$ cat src/rtl/wb_commit_trace.sv
// Writeback commit trace: FIFO of retired register writes, commit counter and
// an optional idle watchdog built only when WB_TRACE_WATCHDOG_EN is defined.
module wb_commit_trace #(
    parameter int unsigned DEPTH      = 8,
    parameter int unsigned WDOG_LIMIT = 64
) (
    input  logic                     clk,
    input  logic                     rst,
    input  logic                     WriteEn_MEM_WB,
    input  logic [4:0]               waddr_out_MEM_WB,
    input  logic [31:0]              wdataMux,
    input  logic                     jal_out_MEM_WB,
    output logic                     out_valid,
    input  logic                     out_ready,
    output logic [4:0]               out_addr,
    output logic [31:0]              out_data,
    output logic                     out_jal,
    output logic [$clog2(DEPTH):0]   occupancy,
    output logic [31:0]              commit_cnt,
    output logic                     overflow,
    output logic                     hung
);

    localparam int unsigned AW = $clog2(DEPTH);
    localparam int unsigned EW = 38;

    logic [EW-1:0] mem_q [DEPTH];
    logic [AW-1:0] wptr_q, wptr_d;
    logic [AW-1:0] rptr_q, rptr_d;
    logic [AW:0]   count_q, count_d;
    logic [31:0]   commit_cnt_q, commit_cnt_d;
    logic          overflow_q, overflow_d;

    logic          commit;
    logic          full;
    logic          push;
    logic          pop;
    logic [EW-1:0] head;

    assign commit = WriteEn_MEM_WB && (waddr_out_MEM_WB != 5'd0);
    assign full   = (count_q == (AW+1)'(DEPTH));
    assign pop    = out_valid && out_ready;
    // When full, a simultaneous pop frees the head slot that wptr now aliases.
    assign push   = commit && (!full || pop);

    always_comb begin
        wptr_d       = wptr_q;
        rptr_d       = rptr_q;
        count_d      = count_q;
        commit_cnt_d = commit_cnt_q;
        overflow_d   = overflow_q;
        if (push) begin
            wptr_d = wptr_q + AW'(1);
        end
        if (pop) begin
            rptr_d = rptr_q + AW'(1);
        end
        unique case ({push, pop})
            2'b10:   count_d = count_q + (AW+1)'(1);
            2'b01:   count_d = count_q - (AW+1)'(1);
            default: count_d = count_q;
        endcase
        if (commit) begin
            commit_cnt_d = commit_cnt_q + 32'd1;
        end
        if (commit && !push) begin
            overflow_d = 1'b1;
        end
    end

    always_ff @(posedge clk or posedge rst) begin
        if (rst) begin
            wptr_q       <= '0;
            rptr_q       <= '0;
            count_q      <= '0;
            commit_cnt_q <= '0;
            overflow_q   <= 1'b0;
        end else begin
            wptr_q       <= wptr_d;
            rptr_q       <= rptr_d;
            count_q      <= count_d;
            commit_cnt_q <= commit_cnt_d;
            overflow_q   <= overflow_d;
        end
    end

    // Storage needs no reset: outputs are gated by out_valid.
    always_ff @(posedge clk) begin
        if (push) begin
            mem_q[wptr_q] <= {waddr_out_MEM_WB, wdataMux, jal_out_MEM_WB};
        end
    end

    assign head       = mem_q[rptr_q];
    assign out_valid  = (count_q != '0);
    assign out_addr   = out_valid ? head[37:33] : 5'd0;
    assign out_data   = out_valid ? head[32:1]  : 32'd0;
    assign out_jal    = out_valid ? head[0]     : 1'b0;
    assign occupancy  = count_q;
    assign commit_cnt = commit_cnt_q;
    assign overflow   = overflow_q;

`ifdef WB_TRACE_WATCHDOG_EN
    typedef enum logic [1:0] {StIdle, StRun, StHung} wdog_state_e;

    wdog_state_e state_q, state_d;
    logic [15:0] idle_cnt_q, idle_cnt_d;
    logic        hung_q, hung_d;

    always_comb begin
        state_d    = state_q;
        idle_cnt_d = idle_cnt_q;
        unique case (state_q)
            StIdle: begin
                if (commit) begin
                    state_d    = StRun;
                    idle_cnt_d = '0;
                end
            end
            StRun: begin
                if (commit) begin
                    idle_cnt_d = '0;
                end else if (idle_cnt_q + 16'd1 == 16'(WDOG_LIMIT)) begin
                    state_d    = StHung;
                    idle_cnt_d = '0;
                end else begin
                    idle_cnt_d = idle_cnt_q + 16'd1;
                end
            end
            StHung: begin
                if (commit) begin
                    state_d    = StRun;
                    idle_cnt_d = '0;
                end
            end
            default: begin
                state_d    = StIdle;
                idle_cnt_d = '0;
            end
        endcase
        hung_d = (state_d == StHung);
    end

    always_ff @(posedge clk or posedge rst) begin
        if (rst) begin
            state_q    <= StIdle;
            idle_cnt_q <= '0;
            hung_q     <= 1'b0;
        end else begin
            state_q    <= state_d;
            idle_cnt_q <= idle_cnt_d;
            hung_q     <= hung_d;
        end
    end

    assign hung = hung_q;
`else
    logic unused_wdog_limit;
    assign unused_wdog_limit = ^WDOG_LIMIT;
    assign hung = 1'b0;
`endif

endmodule

$ cat config.mk
export PLATFORM = sky130hd
export DESIGN_NAME = wb_commit_trace
export DESIGN_NICKNAME = d
export VERILOG_FILES = /design/src/rtl/wb_commit_trace.sv
export SDC_FILE = /design/constraint.sdc
export NUM_CORES = 1
export LEC_CHECK = 0
export BUFFER_PORTS_ARGS = -buffer_cell sky130_fd_sc_hd__clkbuf_2
export CORE_MARGIN = 1.5
export CORE_UTILIZATION = 59
export DETAILED_ROUTE_END_ITERATION = 16
export GPL_TIMING_DRIVEN = 0
export PLACE_DENSITY = 0.81
export SLEW_MARGIN = 20
export SYNTH_ARGS = -nofsm -noshare
export SYNTH_HDL_FRONTEND = slang
export SYNTH_SLANG_ARGS = --single-unit
$ cat constraint.sdc
create_clock -name clk -period 4.9 [get_ports clk]
set_input_delay 0.98 -clock clk [delete_from_list [all_inputs] [get_ports clk]]
set_output_delay 0.98 -clock clk [all_outputs]
set_load 0.01 [all_outputs]
==> results of run 1 <==
-- metrics by stage --
stage	total power (W)	TNS, ps	area, µm²	hold slack [ps]	utilization [%]
finish	0.00939	0	16000	403	71.0
global route	0.00979	0	16000	417	71.0
CTS	0.00947	0	16000	402	71.0
detailed placement	0.00691	0	14900	460	66.2
global placement	0.00666	-364600	14500	460	64.3
floorplan	0.00576	0	13600	480	-
-- area by class of cell --
type                            instances  area, µm²
Sequential cell                       347      10200
Tap cell                              285        357
Buffer                                 33        146
Clock inverter                         11        105
Clock buffer                           50        985
Inverter                                6       22.5
Timing Repair Buffer                  138        956
Multi-Input combinational cell        288       3250
Fill cell                            1334       6550
Antenna cell                            1       2.50
-- registers in the layout (all words and copies together), names as in the netlist --
name / count
overflow: 1
wptr_q: 3
mem_q: 304
occupancy: 4
commit_cnt: 32
rptr_q: 3
-- worst paths after layout --
check                                  start              to  slack, ps  cells past startpoint
worst min-delay path                     rst    occupancy[0]        400                      2
min in group clk                    overflow        overflow        480                      1
worst max register to register  occupancy[0]    occupancy[3]       1760                     10
worst min register to register      overflow        overflow        480                      1
max in group asynchronous                rst  commit_cnt[18]       4020                      3
worst max-delay path            occupancy[0]    out_data[30]        570                      5
-- cell usage in the layout, fill, tap and decap left out, types with 2 or more instances in the layout --
master / Yosys / layout
and2_1: 4 / 4
and3_1: 8 / 8
and4_1: 3 / 3
buf_1: 3 / 3
buf_12: 0 / 4
buf_16: 0 / 7
buf_2: 9 / 9
buf_4: 1 / 5
buf_6: 1 / 7
bufinv_16: 0 / 2
clkbuf_1: 19 / 31
clkbuf_16: 0 / 37
clkbuf_2: 0 / 117
clkinv_1: 0 / 5
clkinv_2: 0 / 2
dfrtp_1: 43 / 43
edfxtp_1: 304 / 304
ha_1: 5 / 5
inv_1: 4 / 3
inv_2: 2 / 3
mux2_2: 2 / 2
mux2i_1: 39 / 39
mux4_2: 76 / 76
nand2_1: 15 / 15
nand2b_1: 3 / 3
nand3_1: 15 / 15
nand4_1: 9 / 9
nor2_1: 48 / 42
nor2_4: 0 / 6
nor3_1: 4 / 2
nor3_2: 0 / 2
o21ai_0: 2 / 2
xnor2_1: 32 / 32
xor2_1: 5 / 5
-- cells by family after synthesis --
group	after synthesis	share of synthesized area [%]
other cells	1	0.0276
fa+ha+maj	6	0.609
xor+xnor	37	2.39
flops	347	75.2
buf+inv	39	1.25
simple gates	115	4.13
mux	118	15.7
compound gates	11	0.618
-- power groups by stage --
stage / sequential [W] / clock, W / combinational (W)
3_5_place_dp: 0.00390 / 0 / 0.00300
4_1_cts: 0.00385 / 0.00258 / 0.00303
3_3_place_gp: 0.00390 / 0 / 0.00275
5_1_grt: 0.00388 / 0.00269 / 0.00322
6_report: 0.00385 / 0.00256 / 0.00298
2_1_floorplan: 0.00389 / 0 / 0.00187
-- worst reg2reg max path, cell delays in order, from the launching register on --
cell     delay [ps]
dfrtp_1         440
nor4_1          910
inv_2           200
nand3_2         170
inv_2            60
ha_1            270
a21o_1          190
a21oi_1         220
nand2_1         100
or4_1           410
nand3_1         100
-- per-layer routing --
metal | vias to the layer above | track usage [%]
met3 | 46 | 4.82
met2 | 298 | 42.1
li1 | 3049 | -
met1 | 3661 | 32.1
met5 | - | 0
met4 | 0 | 8.20
==> impl_metrics.env, run 1 <==
export IMPL_worst_slew_pin_slew_ps=1040
export IMPL_grt_max_degree=33
export IMPL_syn_num_nets=722
export IMPL_cts_repair_resized=0
export IMPL_cts_buffers=36
export IMPL_mappedNetlistArea_um2=13600
export IMPL_cp_num_buf_inv=3
export IMPL_drt_wl_total_um=28500
export IMPL_synth_ff_latch_count=347
export IMPL_yosysMostFrequentCell="edfxtp_1"
export IMPL_path_class="register to output pin"
export IMPL_maxSlewHeadroom_pct=30.2
export IMPL_syn_area_per_cell_um2=20.1
export IMPL_setup_viol=0
export IMPL_maxSlewViolCount=0
export IMPL_status="completed"
export IMPL_ys_warnings_count=0
export IMPL_critPathTopFamily="buffers and inverters"
export IMPL_viasPerCell=6.09
export IMPL_netlist_area_leader_share_pct=67.3
export IMPL_clkTransAtPathRegs_ps=60
export IMPL_routed_top_layer="met4"
export IMPL_peakVddDrop_v=0.000435
export IMPL_postCtsHoldBufs=0
export IMPL_end_kind="output pin"
export IMPL_fin_cells=1159
export IMPL_io_pins=119
export IMPL_async_flop_share_pct=12.4
export IMPL_synth_common_cells="304 x edfxtp_1, 76 x mux4_2, 48 x nor2_1"
export IMPL_synth_edff_count=304
export IMPL_drive_gt1_share_pct=33.0
export IMPL_ant_nets=0
export IMPL_netSwitchingFraction_pct=30.7
export IMPL_p_seq_share_pct=41.0
export IMPL_cts_setup_buffers=0
export IMPL_hold_path_class="input port to async pin"
export IMPL_crit_fanout=10
export IMPL_final_hold_viol_count=0
export IMPL_yosysTopAreaCell="edfxtp_1"
export IMPL_fin_skew_ps=16.3
export IMPL_grt_pass1_wl_um=43100
export IMPL_wire_per_inst_um=24.6
export IMPL_cts_sinks=347
export IMPL_fin_crit_sh_pct=88.4
export IMPL_ys_top_cells_by_area="edfxtp_1 67%, mux4_2 13%, dfrtp_1 7.9%"
export IMPL_num_vias=7054
export IMPL_critPathArrivalTime_ps=3350
export IMPL_die_x_um=155
export IMPL_clk_path_buf_depth=3
export IMPL_antenna_found_initial=2
export IMPL_cap_violations=0
export IMPL_worst_slack_ps=571
export IMPL_clk_latency_ps=510
export IMPL_cp_start_kind="register"
export IMPL_globalplace_congestion=0.768
export IMPL_design_die_area_um2=23900
export IMPL_rsz0062_at_grt="no"
export IMPL_place_ws_ps=1090
export IMPL_drc=0
export IMPL_grt_pass1_vias=7444
export IMPL_nNetsFinal=898
export IMPL_hpwlAfterDp_um=17700
export IMPL_ys_flop_type="edfxtp_1"
export IMPL_pwr_share_clk_pct=27.2
export IMPL_min_period_ps=4330
export IMPL_met1_length_um=11000
export IMPL_route_met3_wl_um=1990
export IMPL_root_buffer="clkbuf_16"
export IMPL_dr_first_iter_drc_count=531
export IMPL_rows=55
export IMPL_cts_tree="yes"
export IMPL_core_area_um2=22600
export IMPL_first_pass_iters=5
export IMPL_p_sw_w=0.00288
export IMPL_p_int_w=0.00651
export IMPL_yosysUniqueCellTypes=43
export IMPL_globalRouteOverflowTotal=0
export IMPL_path_cells="nor4_1 -> clkbuf_1 -> clkbuf_1 -> nor2_1 -> clkbuf_2"
export IMPL_cpPeakStageDelay_ps=910
export IMPL_p_comb_share_pct=31.8
export IMPL_p_leak_nw=5.77
export IMPL_die_y_um=155
export IMPL_wl_met2_um=14700
export IMPL_io_buffers=117
export IMPL_area_delta_synth_final_pct=18.1
export IMPL_dp_cells=1097
export IMPL_fmax_ghz=0.231
export IMPL_netlist_instances=674
export IMPL_yosysSeqAreaShare_pct=75.2
export IMPL_cts_max_level=2
export IMPL_worst_path_most_repeated_cell="clkbuf_1"
export IMPL_critPathSlowestCell="nor4_1"
export IMPL_required_ps=3920
export IMPL_powerDensity_nw_per_um2=586
export IMPL_initial_core_util_pct=60.1
export IMPL_grt_usage_pct=24.6
No activity file was read; power rests on OpenSTA's default activity.
==> inputs of run 2 (changes only) <==
- CORE_ASPECT_RATIO: not set -> 0.8
==> impl_metrics.env, run 2 (same netlist as run 1, synthesis figures left out) <==
export IMPL_status="completed"
export IMPL_p_leak_nw=5.80
export IMPL_hpwlAfterDp_um=18900
export IMPL_path_class="register to output pin"
export IMPL_maxSlewHeadroom_pct=36.3
export IMPL_antenna_found_initial=0
export IMPL_r2r_start="occupancy[0]"
export IMPL_num_vias=7102
export IMPL_layout_commonest_cell="edfxtp_1"
export IMPL_worst_slew_pin_slew_ps=956
export IMPL_tns_ps=0
export IMPL_initial_core_util_pct=60.3
export IMPL_clk_latency_ps=560
export IMPL_peakVddDrop_v=0.000446
export IMPL_globalplace_congestion=0.814
export IMPL_p_comb_share_pct=32.9
export IMPL_setup_viol=0
export IMPL_cts_setup_buffers=0
export IMPL_clkTransAtPathRegs_ps=60
export IMPL_p_sw_w=0.00290
export IMPL_fin_crit_sh_pct=85.9
export IMPL_endpoint="out_data[17]"
export IMPL_fin_util_pct=71.5
export IMPL_cp_start_kind="register"
export IMPL_viasPerCell=6.01
export IMPL_reg2reg_to="occupancy[3]"
export IMPL_reg2reg_slack_ps=1980
export IMPL_drive_gt1_share_pct=34.1
export IMPL_grt_max_degree=35
export IMPL_cts_repair_resized=0
export IMPL_antenna_cells=0
export IMPL_fin_skew_ps=16.3
export IMPL_use_met1_pct=32.6
export IMPL_end_kind="output pin"
export IMPL_die_y_um=139
export IMPL_gr_usage_met3_pct=4.14
export IMPL_total_power_w=0.00933
export IMPL_clk_path_buf_depth=3
export IMPL_io_pins=119
export IMPL_die_x_um=173
export IMPL_crit_fanout=10
export IMPL_cts_max_level=1
export IMPL_drc=0
export IMPL_wire_per_inst_um=24.7
export IMPL_netSwitchingFraction_pct=31.1
export IMPL_grt_usage_pct=24.7
export IMPL_holdWs_ps=330
export IMPL_p_int_w=0.00642
export IMPL_min_period_ps=4210
export IMPL_final_cell_mix="304 x edfxtp_1, 117 x clkbuf_2, 76 x mux4_2"
export IMPL_met2_usage_pct=43.3
export IMPL_critPathArrivalTime_ps=3230
export IMPL_ant_nets=0
export IMPL_final_hold_viol_count=0
export IMPL_rsz0062_at_grt="no"
export IMPL_drt_wl_total_um=29200
export IMPL_required_ps=3920
export IMPL_cts_sinks=347
export IMPL_postCtsHoldBufs=0
export IMPL_cts_tree="yes"
export IMPL_area_delta_synth_final_pct=18.6
export IMPL_final_fill_count=1335
export IMPL_rows=49
export IMPL_hold_path_class="input port to async pin"
export IMPL_reg2regPathDepth=10
export IMPL_dr_first_iter_drc_count=689
export IMPL_pwr_share_clk_pct=25.8
export IMPL_io_buffers=117
export IMPL_fmax_ghz=0.238
export IMPL_maxSlewViolCount=0
export IMPL_root_buffer="clkbuf_16"
export IMPL_place_ws_ps=1200
export IMPL_regMostFlops="mem_q"
export IMPL_globalRouteOverflowTotal=0
export IMPL_worst_slack_ps=691
export IMPL_busiest_layer="met2"
export IMPL_first_pass_iters=4
export IMPL_core_area_um2=22500
export IMPL_p_seq_share_pct=41.2
export IMPL_grt_pass1_wl_um=44100
export IMPL_powerDensity_nw_per_um2=580
export IMPL_cap_violations=0
export IMPL_nNetsFinal=898
export IMPL_largest_register_ff_count=304
export IMPL_critPathLaunch="occupancy[0]"
export IMPL_grt_pass1_vias=7428
export IMPL_design_die_area_um2=23900
export IMPL_cts_buffers=31
==> run 2: power groups by stage <==
stage / Clock, W / Sequential (W) / Combinational, W
finish: 0.00241 / 0.00384 / 0.00307
global route: 0.00254 / 0.00388 / 0.00327
CTS: 0.00245 / 0.00384 / 0.00310
detailed placement: 0 / 0.00390 / 0.00307
global placement: 0 / 0.00391 / 0.00277
floorplan: 0 / 0.00389 / 0.00187
==> run 2: worst min path at each step <==
stage                           to  slack, ps  cells past startpoint
finish              commit_cnt[19]        330                      2
global route        commit_cnt[19]        340                      2
CTS                 commit_cnt[19]        310                      2
detailed placement  commit_cnt[19]        480                      1
global placement    commit_cnt[31]        460                      1
floorplan                wptr_q[0]        480                      1
==> run 2: area by class of cell <==
type	count	area (µm²)	area share (%)
inverters	6	22.5	0.140
well taps	306	383	2.38
multi-input cells	288	3250	20.2
repair buffers	143	1060	6.61
plain buffers	33	146	0.910
clock inverters	11	118	0.731
clock buffers	47	906	5.63
flip-flops and latches	347	10200	63.4
==> run 2: metal layers <==
layer / vias to the layer above / routed length, µm
li1: 3041 / -
met1: 3698 / 11400
met2: 304 / 15200
met3: 59 / 1870
met4: 0 / 649
met5: - / 0
==> run 2: metrics by stage <==
stage	instances	instance area [µm²]
after CTS	1180	16100
after global placement	1097	14500
after detailed placement	1122	15100
after floorplan	674	13600
final	1181	16100
after global routing	1181	16100
==> run 2: worst max-delay path, stage by stage, from the launching register on <==
cell and delay (ps):
dfrtp_1 450, nor4_1 660, clkbuf_1 550, clkbuf_1 630, nor2_1 190, clkbuf_2 190
==> inputs of run 3 (changes only) <==
- CORE_MARGIN: 1.5 -> not set
- RECOVER_POWER: not set -> 50
==> impl_metrics.env, run 3 (same netlist as run 1, synthesis figures left out) <==
export IMPL_setup_viol=0
export IMPL_grt_pass1_wl_um=43100
export IMPL_fin_crit_sh_pct=85.2
export IMPL_design_die_area_um2=23600
export IMPL_num_vias=7141
export IMPL_p_sw_w=0.00292
export IMPL_worst_slew_pin_slew_ps=1970
export IMPL_rsz0062_at_grt="no"
export IMPL_core_area_um2=22500
export IMPL_p_int_w=0.00667
export IMPL_nNetsFinal=897
export IMPL_peakVddDrop_v=0.000439
export IMPL_end_kind="output pin"
export IMPL_violations="capacitance limit, slew limit"
export IMPL_worst_path_most_repeated_cell="clkbuf_1"
export IMPL_fin_cells=1182
export IMPL_p_seq_share_pct=40.1
export IMPL_cts_sinks=347
export IMPL_multi_input_area_um2=3240
export IMPL_dp_cells=1118
export IMPL_area_delta_synth_final_pct=18.3
export IMPL_clkTransAtPathRegs_ps=60
export IMPL_die_y_um=138
export IMPL_crit_fanout=10
export IMPL_initial_core_util_pct=60.3
export IMPL_postCtsHoldBufs=0
export IMPL_cpPeakStageDelay_ps=650
export IMPL_largest_register_ff_count=304
export IMPL_cp_start_kind="register"
export IMPL_fin_skew_ps=12.5
export IMPL_dr_first_iter_drc_count=641
export IMPL_tns_ps=0
export IMPL_cts_max_level=2
export IMPL_maxSlewHeadroom_pct=-31.5
export IMPL_io_pins=119
export IMPL_regMostFlops="mem_q"
export IMPL_critPathArrivalTime_ps=3200
export IMPL_drive_gt1_share_pct=25.4
export IMPL_min_period_ps=4180
export IMPL_place_ws_ps=1130
export IMPL_grt_pass1_vias=7413
export IMPL_viasPerCell=6.04
export IMPL_drc=0
export IMPL_root_buffer="clkbuf_16"
export IMPL_grt_usage_pct=25.6
export IMPL_critPathTopFamily="buffers and inverters"
export IMPL_p_comb_share_pct=31.4
export IMPL_maxSlewViolCount=36
export IMPL_final_fill_count=1366
export IMPL_final_hold_viol_count=0
export IMPL_cap_violations=1
export IMPL_antenna_found_initial=3
export IMPL_fmax_ghz=0.239
export IMPL_ant_nets=0
export IMPL_critPathSlowestCell="clkbuf_1"
export IMPL_fin_util_pct=71.3
export IMPL_clk_latency_ps=510
export IMPL_pwr_share_clk_pct=28.5
export IMPL_grt_max_degree=36
export IMPL_path_class="register to output pin"
export IMPL_final_cell_mix="304 x edfxtp_1, 94 x clkbuf_1, 76 x mux4_2"
export IMPL_powerDensity_nw_per_um2=598
export IMPL_cts_buffers=35
export IMPL_layout_commonest_cell="edfxtp_1"
export IMPL_hold_path_class="input port to async pin"
export IMPL_netSwitchingFraction_pct=30.4
export IMPL_path_cells="clkbuf_1 -> clkbuf_1 -> clkbuf_1 -> mux4_2 -> mux2i_1 -> nor2_1 -> clkbuf_2"
export IMPL_cts_setup_buffers=0
export IMPL_die_x_um=172
export IMPL_wire_per_inst_um=24.5
export IMPL_drt_wl_total_um=28900
export IMPL_status="finished with violations"
export IMPL_worst_slack_ps=724
export IMPL_io_buffers=117
export IMPL_cts_tree="yes"
export IMPL_rows=49
export IMPL_required_ps=3920
export IMPL_clk_path_buf_depth=3
export IMPL_hpwlAfterDp_um=17600
export IMPL_cp_num_buf_inv=4
export IMPL_seq_area_um2=10200
export IMPL_globalRouteOverflowTotal=0
export IMPL_cts_repair_resized=0
export IMPL_first_pass_iters=5
export IMPL_p_leak_nw=5.61
export IMPL_globalplace_congestion=0.832
run 3: cell count changes in the layout (fill, tap and decap cells not counted), moves of 2 or more:
cell / delta
clkbuf_16: +6
clkbuf_1: +66
clkbuf_8: -5
inv_2: -2
bufinv_16: +3
clkbuf_2: -66
clkinv_1: +5
clkinvlp_4: -2
buf_16: -4
buf_6: -2
diode_2: +2
run 3: worst paths after layout:
path                         startpoint              to  slack [ps]  depth (start not counted)
max                           rptr_q[1]    out_data[18]         720                          7
max reg2reg                occupancy[0]    occupancy[3]        1500                         10
min in group clk               overflow        overflow         490                          1
max in group asynchronous           rst  commit_cnt[10]        2350                          3
min reg2reg                    overflow        overflow         490                          1
min                                 rst  commit_cnt[18]         400                          2
run 3: per-stage QoR:
step	instance area [µm²]	hold WS, ps	total power (W)
after floorplan	13600	480	0.00576
after global placement	14500	458	0.00668
after detailed placement	15000	475	0.00691
after CTS	16100	357	0.00967
after global routing	16000	423	0.00997
final	16000	399	0.00959
run 3: power by group through the flow:
stage          sequential, W  clock (W)  combinational, W
4_1_cts              0.00385    0.00277           0.00306
3_5_place_dp         0.00390          0           0.00301
2_1_floorplan        0.00389          0           0.00187
6_report             0.00385    0.00273           0.00301
3_3_place_gp         0.00391          0           0.00277
5_1_grt              0.00388    0.00287           0.00322
run 3: cell type report:
cell class	instances	share of cell area (%)
multi-input cells	288	20.2
clock buffers	47	6.13
diodes	2	0.0312
well taps	306	2.39
flip-flops and latches	347	63.6
inverters	6	0.140
clock inverters	15	1.24
plain buffers	33	0.912
repair buffers	138	5.39
run 3: worst register-to-register path, stage by stage, from the launching register on:
cell and delay [ps]:
dfrtp_1 460, nor4_1 670, clkinv_1 420, nand3_2 210
inv_2 70, ha_1 280, a21o_1 180, a21oi_1 340
nand2_1 150, or4_1 460, nand3_1 100
run 3: layer usage:
metal,share of wire (%),GRT usage (%)
met3,7.5,5.00
met2,52,44.1
met1,38,33.2
met5,0.048,0
met4,2.2,7.99
